[src/rtl/alu_pkg.sv]
// Shared encodings for the EX-stage branch resolver: branch opcodes, FSM states
// and the condition-decode helpers used by branch_resolve.
package alu_pkg;

    typedef enum logic [2:0] {
        BR_NONE  = 3'd0,
        BR_BEQ   = 3'd1,
        BR_BNE   = 3'd2,
        BR_COND  = 3'd3,
        BR_NCOND = 3'd4,
        BR_JUMP  = 3'd5
    } br_op_t;

    typedef enum logic [1:0] {
        ST_IDLE     = 2'd0,
        ST_EVAL     = 2'd1,
        ST_REDIRECT = 2'd2,
        ST_FLUSH    = 2'd3
    } br_state_t;

    // Offsets are in words; shift converts them to a byte displacement.
    localparam int BR_OFFSET_SHIFT = 2;

    function automatic logic br_counted(input logic [2:0] op);
        return (op >= BR_BEQ) && (op <= BR_JUMP);
    endfunction

    // NONE and the reserved encodings (6, 7) never take.
    function automatic logic br_taken(input logic [2:0] op, input logic cond, input logic z);
        logic t;
        case (op)
            BR_BEQ:   t = z;
            BR_BNE:   t = ~z;
            BR_COND:  t = cond;
            BR_NCOND: t = ~cond;
            BR_JUMP:  t = 1'b1;
            default:  t = 1'b0;
        endcase
        return t;
    endfunction

endpackage

[src/rtl/sat_counter.sv]
// Statistics counter that increments on inc and sticks at all-ones.
module sat_counter #(
    parameter int W = 16
) (
    input  logic         clk,
    input  logic         reset,
    input  logic         inc,
    output logic [W-1:0] count
);

    function automatic logic [W-1:0] sat_inc(input logic [W-1:0] v);
        return (&v) ? v : v + W'(1);
    endfunction

    always_ff @(posedge clk) begin
        if (reset) begin
            count <= '0;
        end else if (inc) begin
            count <= sat_inc(count);
        end
    end

endmodule

[src/rtl/branch_resolve.sv]
// EX-stage branch resolver: latches one request, decides taken from the ALU
// compare bit / Z flag, redirects fetch and holds a timed flush of younger stages.
module branch_resolve
    import alu_pkg::*;
#(
    parameter int FLUSH_CYCLES = 2,
    parameter int CNT_W        = 16
) (
    input  logic             clk,
    input  logic             reset,
    input  logic             in_valid,
    output logic             in_ready,
    input  logic [2:0]       br_op,
    input  logic [31:0]      alu_s,
    input  logic             alu_z,
    input  logic [31:0]      pc_plus4,
    input  logic [15:0]      offset,
    output logic             redir_valid,
    output logic [31:0]      redir_pc,
    input  logic             redir_ack,
    output logic             flush,
    output logic [CNT_W-1:0] branch_cnt,
    output logic [CNT_W-1:0] taken_cnt
);

    br_state_t          state, state_nxt;
    logic [3:0]         fcnt;

    logic [2:0]         op_p0;
    logic               cond_p0;
    logic               z_p0;
    logic [31:0]        pc4_p0;
    logic signed [15:0] off_p0;

    logic               taken_p1;
    logic [31:0]        target_p1;
    logic               branch_inc;
    logic               taken_inc;

    // Only the condition bit of the compare result matters here.
    logic               unused_alu_hi;
    assign unused_alu_hi = ^alu_s[31:1];

    // Word offset is sign-extended before scaling; the add wraps modulo 2^32.
    function automatic logic [31:0] branch_target(input logic [31:0] pc,
                                                  input logic signed [15:0] off);
        logic signed [31:0] off_ext;
        off_ext = 32'(off);
        return pc + (off_ext <<< BR_OFFSET_SHIFT);
    endfunction

    // Stage p0: request capture in IDLE
    always_ff @(posedge clk) begin
        if (state == ST_IDLE && in_valid) begin
            op_p0   <= br_op;
            cond_p0 <= alu_s[0];
            z_p0    <= alu_z;
            pc4_p0  <= pc_plus4;
            off_p0  <= offset;
        end
    end

    // Stage p1: evaluation in EVAL
    always_comb begin
        taken_p1   = br_taken(op_p0, cond_p0, z_p0);
        target_p1  = branch_target(pc4_p0, off_p0);
        branch_inc = (state == ST_EVAL) && br_counted(op_p0);
        taken_inc  = (state == ST_EVAL) && taken_p1;
    end

    always_ff @(posedge clk) begin
        if (reset) begin
            state <= ST_IDLE;
        end else begin
            state <= state_nxt;
        end
    end

    always_comb begin
        state_nxt = state;
        case (state)
            ST_IDLE:     if (in_valid) state_nxt = ST_EVAL;
            ST_EVAL:     state_nxt = taken_p1 ? ST_REDIRECT : ST_IDLE;
            ST_REDIRECT: if (redir_ack) state_nxt = ST_FLUSH;
            ST_FLUSH:    if (fcnt <= 4'd1) state_nxt = ST_IDLE;
            default:     state_nxt = ST_IDLE;
        endcase
    end

    // Flush countdown starts on the accepted redirect, not on its request.
    always_ff @(posedge clk) begin
        if (reset) begin
            fcnt <= '0;
        end else if (state == ST_REDIRECT && redir_ack) begin
            fcnt <= 4'(FLUSH_CYCLES);
        end else if (state == ST_FLUSH && fcnt != 4'd0) begin
            fcnt <= fcnt - 4'd1;
        end
    end

    always_ff @(posedge clk) begin
        if (reset) begin
            redir_pc <= '0;
        end else if (taken_inc) begin
            redir_pc <= target_p1;
        end
    end

    assign in_ready    = (state == ST_IDLE) && !reset;
    assign redir_valid = (state == ST_REDIRECT);
    assign flush       = (state == ST_REDIRECT) || (state == ST_FLUSH);

    sat_counter #(.W(CNT_W)) u_branch_cnt (
        .clk   (clk),
        .reset (reset),
        .inc   (branch_inc),
        .count (branch_cnt)
    );

    sat_counter #(.W(CNT_W)) u_taken_cnt (
        .clk   (clk),
        .reset (reset),
        .inc   (taken_inc),
        .count (taken_cnt)
    );

endmodule

[config.mk]
export PLATFORM = sky130hd
export DESIGN_NAME = branch_resolve
export DESIGN_NICKNAME = d
export VERILOG_FILES = /design/src/rtl/alu_pkg.sv /design/src/rtl/sat_counter.sv /design/src/rtl/branch_resolve.sv
export SDC_FILE = /design/constraint.sdc
export NUM_CORES = 1
export LEC_CHECK = 0
export CAP_MARGIN = 20
export CORE_MARGIN = 2
export CORE_UTILIZATION = 54
export CTS_CLUSTER_SIZE = 25
export DETAILED_ROUTE_END_ITERATION = 6
export MAX_ROUTING_LAYER = met4
export PLACE_DENSITY = 0.85
export SYNTH_ARGS = -nofsm -noshare
export SYNTH_HDL_FRONTEND = slang
export SYNTH_HIERARCHICAL = 1
export SYNTH_SLANG_ARGS = --single-unit
[constraint.sdc]
create_clock -name clk -period 6.4 [get_ports clk]
set_clock_uncertainty 0.2 [all_clocks]
set_input_delay 1.28 -clock clk [delete_from_list [all_inputs] [get_ports clk]]
set_output_delay 1.28 -clock clk [all_outputs]
set_load 0.02 [all_outputs]
# ---- Yosys cells after proc, flatten, opt, wreduce, memory -nomap -nowiden
# Index checks and enable logic that the tools add are counted.
dict set report totals {
  regBits 123
  input_bits 88
  output_inout_bits 67
  wordCells 59
}
dict set report op_classes {
  n_addsub 4
  order_cmp 3
  n_eq_ne 11
  n_mux 8
  bitwise 4
  n_reduce_logical 18
}
# op count
set ops {}
lappend ops {{16-bit by 1-bit adder with 16-bit output, second input constant} 2}
lappend ops {{32-bit adder} 1}
lappend ops {{16-bit AND reduction} 2}
lappend ops {{2-bit two-way mux} 6}
lappend ops {{2-bit one-hot mux with 4 select lines} 1}
lappend ops {{1-bit logical AND} 7}
lappend ops {{3-bit by 2-bit equality test with 1-bit output, second input constant} 2}
lappend ops {{3-bit equality test, second input constant} 2}
lappend ops {{1-bit one-hot mux with 5 select lines} 1}
lappend ops {{2-bit equality test, second input constant} 2}
lappend ops {{4-bit by 1-bit less-or-equal comparator with 1-bit output, second input constant} 1}
lappend ops {{2-bit inequality test, second input constant} 2}
lappend ops {{1-bit NOT} 4}
lappend ops {{2-bit AND reduction} 2}
lappend ops {{4-bit nonzero test} 1}
lappend ops {{4-bit by 1-bit subtractor with 4-bit output, second input constant} 1}
lappend ops {{3-bit by 1-bit equality test with 1-bit output, second input constant} 1}
lappend ops {{3-bit by 1-bit >= comparator with 1-bit output, second input constant} 1}
lappend ops {{3-bit less-or-equal comparator, second input constant} 1}
lappend ops {{3-bit AND reduction} 1}
lappend ops {{2-bit by 1-bit equality test with 1-bit output, second input constant} 1}
lappend ops {{2-bit logical NOT} 1}
lappend ops {{2-bit by 1-bit inequality test with 1-bit output, second input constant} 1}
lappend ops {{2-bit nonzero test} 1}
lappend ops {{other kinds (3)} 3}

# ---- Depth between registers and ports, before layout
# Gate-level depths: netlist of the first run.
dict set report depth {
  depth_word 4
  depth_mapped 11
  depth_no_buf 10
}

# ---- Hierarchy
# Netlist of the first run, hierarchy kept.
# mod n_inst cells_each area_each_um2 seq_area_each_um2
set modules_own_cells {}
lappend modules_own_cells {branch_resolve 1 476 4934.7 2352.3}
lappend modules_own_cells {sat_counter 2 96 833.3 320.3}

# ---- Worst setup path after synthesis of the first run
# OpenSTA, ideal clock, no wires.
dict set report synth_path {
  path_type {input-to-output}
  start {input port reset}
  end {output port in_ready}
  arrival_ns 2.203
  t_required_ns 4.920
  path_slack_ns 2.717
  path_stages 4
  path_buffers 3
  cell_sequence {buf_4 > buf_6 > clkbuf_1 > nor3_1}
}
dict set report synth_via {
  elab_chain_len 2
}
# element line_no
set synth_lines {}
lappend synth_lines {{from (decl)} branch_resolve.sv:10} ;# input logic reset,
lappend synth_lines {{1-bit logical NOT} branch_resolve.sv:109} ;# assign in_ready = (state == ST_IDLE) && !reset;
lappend synth_lines {{1-bit logical AND} branch_resolve.sv:109}
lappend synth_lines {{to (decl)} branch_resolve.sv:12} ;# output logic in_ready,
# Every way passes these cells.

# ---- Worst setup path in the final report of the first run
# Ends and elaborated chain as after synthesis.

==> results of run 1 <==
-- through the flow --
| step | std cells | setup WS [ns] | cell area, um2 | util |
|---|---|---|---|---|
| 6_report | 945 | 2.79 | 8450 | 0.707 |
| 2_1_floorplan | 668 | 2.72 | 6600 | - |
| 5_1_grt | 945 | 2.75 | 8450 | 0.707 |
| 3_5_place_dp | 913 | 2.79 | 7880 | 0.658 |
| 3_3_place_gp | 913 | 2.78 | 7880 | 0.658 |
| 4_1_cts | 945 | 2.79 | 8450 | 0.707 |
-- cells in the mapped netlist (5+ instances only) --
cell,instances
a211o_1,5
a211oi_1,10
a21o_1,15
a21oi_1,51
a31oi_1,6
and4_1,7
clkbuf_1,13
dfxtp_1,70
edfxtp_1,53
ha_1,34
inv_1,15
mux2_2,6
mux2i_1,5
nand2_1,63
nand3_1,29
nand3b_1,14
nand4_1,13
nor2_1,42
nor2b_1,13
nor3_1,17
nor3b_1,7
nor4_1,8
o2111ai_1,5
o211ai_1,8
o21ai_0,24
o31ai_1,10
or3_1,6
or4_1,8
xnor2_1,15
xor2_1,5
-- layer usage --
layer | vias up | wire length, um
met3 | 42 | 786
met1 | 2734 | 6690
met4 | 0 | 454
met2 | 214 | 8010
li1 | 2787 | -
met5 | - | 0
-- cell usage in the layout (no fill, tap or decap), drive strengths merged, types with 6 or more instances in the layout --
cell           instances
clkdlybuf4s50        122
dfxtp                 70
nand2                 64
edfxtp                53
a21oi                 53
nor2                  42
ha                    34
nand3                 30
o21ai                 28
clkbuf                26
nor3                  17
a21o                  17
inv                   16
xnor2                 15
nand4                 15
nand3b                14
nor2b                 13
a211oi                12
o31ai                 10
o211ai                 9
or4                    8
nor4                   8
and4                   7
nor3b                  7
mux2                   6
or3                    6
a31oi                  6
buf                    6
o41ai                  6
and2                   6
-- worst min-delay path by stage --
stage                                            to  slack, ns                       from
after floorplan            redir_pc[0]$_SDFFE_PP0P_       0.27        pc4_p0[0]$_DFFE_PP_
final                     redir_pc[28]$_SDFFE_PP0P_       0.25  redir_pc[28]$_SDFFE_PP0P_
after CTS                 redir_pc[28]$_SDFFE_PP0P_       0.25  redir_pc[28]$_SDFFE_PP0P_
after detailed placement  redir_pc[28]$_SDFFE_PP0P_       0.25  redir_pc[28]$_SDFFE_PP0P_
after global placement    redir_pc[13]$_SDFFE_PP0P_       0.24  redir_pc[13]$_SDFFE_PP0P_
after global routing      redir_pc[28]$_SDFFE_PP0P_       0.26  redir_pc[28]$_SDFFE_PP0P_
-- cell families (layout without fill, tap and decap cells) --
| group | after synthesis | after routing | synth area share |
|---|---|---|---|
| fa+ha+maj | 35 | 35 | 0.0675 |
| xor+xnor | 20 | 20 | 0.0265 |
| mux | 11 | 11 | 0.0178 |
| compound gates | 183 | 183 | 0.196 |
| flops | 123 | 123 | 0.453 |
| buf+inv | 45 | 175 | 0.0360 |
| simple gates | 251 | 251 | 0.203 |
-- sequential cells by signal (all words and copies together) (netlist names), named ones only --
register / cells
z_p0: 1
op_p0: 3
state: 1
redir_pc: 32
pc4_p0: 32
u_branch_cnt/count: 16
cond_p0: 1
off_p0: 16
fcnt: 4
u_taken_cnt/count: 16
-- power by group --
group / total, W / internal, W / switching (W)
registers: 0.000903 / 0.000876 / 0.0000275
logic: 0.000438 / 0.000187 / 0.000251
clock network: 0.000929 / 0.000598 / 0.000331
total: 0.00227 / 0.00166 / 0.000609
-- tightest hold or removal path, stage by stage, from the launching register on --
cell	delay (ns)
dfxtp_1	0.30
nand2_1	0.05
o21ai_1	0.05
-- area by class of cell --
type                       count  area (um2)
multi-input combinational    500        3380
clock inverter                 6        56.3
fill                         868        3510
inverter                      15        56.3
clock buffer                  26         522
sequential                   123        2990
tap                          147         184
timing repair buffer         128        1260
==> flow_summary.ini, run 1 <==
[status]
outcome = complete, no violations

[critical_path]
cp-start-kind = input port
cp.required_ns = 4.92
path_buf_inv = 2
path_cells = buf_2 -> nor3_1 -> clkdlybuf4s50_1
crit_end = in_ready
path_delay_family = buffers and inverters
critPathKind = in2out
cp-startpoint = reset
r2r_start = off_p0[15]$_DFFE_PP_
r2r_slack_ns = 3.32
reg2reg_depth = 8
worstReg2RegEnd = redir_pc[30]$_SDFFE_PP0P_
cp_max_fo = 2
cp.arrival_ns = 2.13
max_stage_delay_ns = 0.62
critical-path-slowest-cell = clkdlybuf4s50_1
critical_path_depth = 3
worstSetupEndpointType = primary output

[clock_network]
cts-buffers-inserted = 17
cts_sinks = 123
clk_path_buf_depth = 2
cts_hold_buf = 0
path_clk_slew_ns = 0.05
cts-root-buf = clkbuf_16
cts_tree = yes
clk_latency_ns = 0.42
cts_resized = 0
cts_setup_buffers = 0
cts_max_level = 4

[placement]
gp_congestion = 0.960
place.detailed.hpwl_um = 11000
portBuffers = 123

[logic_synthesis]
synth-edff-count = 53
yosysSeqAreaShare = 0.453
yosysTopAreaCell = edfxtp_1
synthFlopType = dfxtp_1
netlist_instances = 668
synth_cell_types = 78
netlist_area_um2 = 6600
syn_avg_cell_area_um2 = 9.88
synthArstFlopShare = 0
synth_nets = 791
ys_top_cells_by_area = edfxtp_1 (24%), dfxtp_1 (21%), ha_1 (6.4%), a21oi_1 (3.9%), nand2_1 (3.6%)
ys_seq_elements = 123
ys_warn_count = 6
yosysTopAreaCellShare = 0.241

[hold_path]
min_path_type = reg2reg
worstHoldPathCells = 2

[cells_and_area]
num_antenna_cells = 0
nets = 908
drive_gt1_frac = 0.0840
syn2layout_area_growth_pct = 28.1

[sta]
hold_viol = 0
grt_setup_unrepaired = false
hold_slack_ns = 0.250
setup_viol = 0
drv_slew = 0
slew_headroom = 0.426
worstMarginPinSlew_ns = 0.852
fin_tns_setup_ns = 0
min_period_ns = 3.61
timing.fmax_mhz = 277
fin_crit_sh = 0.564

[pwr]
power_w = 0.00227
p_per_area_nw_per_um2 = 269
power_leakage_nw = 2.99
peakVddDrop_mv = 0.204

[route]
drc_errors = 0
avgRoutedWirePerCell_um = 16.9
drt_iter0_markers = 512
via_count = 5777
wirelength_um = 15900
antenna_left = 0
firstDrtPassIters = 5
via_per_inst = 6.11

[global_routing]
globalRouteMet1Util = 0.300
grt_max_degree = 83
grt_pass1_wl_um = 25800
grt_use_met3 = 0.0466
busiest_layer = met2
met2_usage = 0.420
grt_pass1_vias = 5568
grt.total_usage = 0.254
antenna_found_initial = 0
grt_overflow = 0

[die]
row_count = 40
die-height_um = 115
coreArea_um2 = 12000
die_width_um = 115
io_pins = 155
dieArea_um2 = 13100
initial_core_util = 0.552

[flow_run]
drv_cap = 0
Note: power is estimated with default switching activity, not from simulation.
==> run 2, diff against run 1 <==
Settings changed: CORE_UTILIZATION 54 to 51, PLACE_DENSITY 0.85 to 0.8.
Clock period 6.4 ns to 3.68 ns, I/O delays scaled along.
==> run 2 against run 1 <==
Effect of this change:
- clock-buffer cell count down 3
- critical path type is now reg2reg
- flip-flop and latch count unchanged
- die area up 5.7%
- final area up 1.1%
- largest cell class unchanged
- sequential share of layout area down 0.40 points
==> flow_summary.ini, run 2 (synthesis gave the netlist of run 1 again) <==
[placement]
portBuffers = 123
place.detailed.hpwl_um = 11200
gp_congestion = 0.910

[die]
row_count = 41
die-height_um = 118
initial_core_util = 0.523
coreArea_um2 = 12600
die_width_um = 118
io_pins = 155
dieArea_um2 = 13900

[global_routing]
antenna_found_initial = 0
grt_pass1_wl_um = 26300
grt_pass1_vias = 5554
grt_overflow = 0
grt.total_usage = 0.241
grt_max_degree = 83

[clock_network]
clk_latency_ns = 0.42
cts_sinks = 123
cts_max_level = 4
cts-root-buf = clkbuf_16
cts-buffers-inserted = 17
cts_tree = yes
cts_resized = 0
clk_path_buf_depth = 2
cts_hold_buf = 0
cts_setup_buffers = 0
path_clk_slew_ns = 0.05

[critical_path]
max_stage_delay_ns = 0.65
path_buf_inv = 0
path_cells = ha_1 -> and4_1 -> nand2_1 -> or4_1 -> a211o_1 -> o211ai_2 -> xnor2_1 -> o21ai_1
cp.arrival_ns = 3.15
cp.required_ns = 3.77
reg2reg_depth = 8
path_delay_family = simple AND/OR/NAND/NOR gates
cp_max_fo = 15
critical-path-slowest-cell = edfxtp_1
cp-start-kind = register
critical_path_depth = 8
worstSetupEndpointType = register
critPathKind = reg2reg

[cells_and_area]
drive_gt1_frac = 0.0900
nets = 910
utilization = 0.678
seqCellArea_um2 = 2990
syn2layout_area_growth_pct = 29.5
num_antenna_cells = 0
final_common_cell = clkdlybuf4s50_1
reg_top3 = pc4_p0: 32 flops, redir_pc: 32 flops
multi_input_area_um2 = 3390
n_fill_cell = 1018
final_cell_mix = clkdlybuf4s50_1 (122), dfxtp_1 (70), nand2_1 (63)

[sta]
fin_tns_setup_ns = 0
slew_headroom = 0.422
timing.fmax_mhz = 327
fin_crit_sh = 0.832
setup_viol = 0
grt_setup_unrepaired = false
hold_viol = 0
min_period_ns = 3.06
drv_slew = 0
worstMarginPinSlew_ns = 0.860

[pwr]
p_per_area_nw_per_um2 = 474
power_leakage_nw = 3.01
peakVddDrop_mv = 0.284

[route]
via_per_inst = 5.99
via_count = 5818
firstDrtPassIters = 6
drc_errors = 0
avgRoutedWirePerCell_um = 16.6
drt_iter0_markers = 654
antenna_left = 0
wirelength_um = 16100

[flow_run]
drv_cap = 0

[hold_path]
worstHoldPathCells = 2
min_path_type = reg2reg

[status]
outcome = complete, no violations
[run 2: per-stage QoR]
step / std cells / instance area, um2 / worst slack [ns] / hold WS [ns] / total power, W
floorplan: 668 / 6600 / 0.694 / 0.271 / 0.00210
global placement: 940 / 7930 / 0.704 / 0.240 / 0.00232
detailed placement: 940 / 7930 / 0.677 / 0.238 / 0.00235
CTS: 972 / 8550 / 0.658 / 0.246 / 0.00407
global route: 972 / 8550 / 0.498 / 0.269 / 0.00423
finish: 972 / 8550 / 0.618 / 0.244 / 0.00405
[run 2: routing by layer]
metal,global-route usage,wire length (um),vias to the layer above
li1,-,-,2784
met1,0.278,6720,2772
met2,0.400,8110,214
met3,0.0514,808,48
met4,0.117,482,0
met5,-,0,-
[run 2: worst paths after layout]
kind / slack, ns / from / endpoint
hold reg to reg: 0.24 / redir_pc[28]$_SDFFE_PP0P_ / redir_pc[28]$_SDFFE_PP0P_
setup reg to reg: 0.62 / off_p0[15]$_DFFE_PP_ / redir_pc[30]$_SDFFE_PP0P_
hold / removal: 0.24 / redir_pc[28]$_SDFFE_PP0P_ / redir_pc[28]$_SDFFE_PP0P_
setup / recovery: 0.62 / off_p0[15]$_DFFE_PP_ / redir_pc[30]$_SDFFE_PP0P_
[run 2: cell type report]
class,instances,share of cell area
Multi-Input combinational cell,500,0.397
Sequential cell,123,0.350
Timing Repair Buffer,130,0.150
Clock buffer,23,0.0597
Tap cell,172,0.0252
Clock inverter,9,0.0124
Inverter,15,0.00658
[run 2: report_power, final]
group,leakage [nW],internal [W],switching [W]
combinational,1.64,0.000330,0.000436
sequential,1.07,0.00152,0.0000501
clock,0.304,0.00111,0.000603
[run 2: worst reg2reg max path: cells and delay by family, from the launching register on]
| family | cells | cell delay [ns] |
|---|---|---|
| compound gates | 3 | 0.45 |
| xor+xnor | 1 | 0.16 |
| fa+ha+maj | 1 | 0.59 |
| flops | 1 | 0.65 |
| simple gates | 3 | 0.88 |
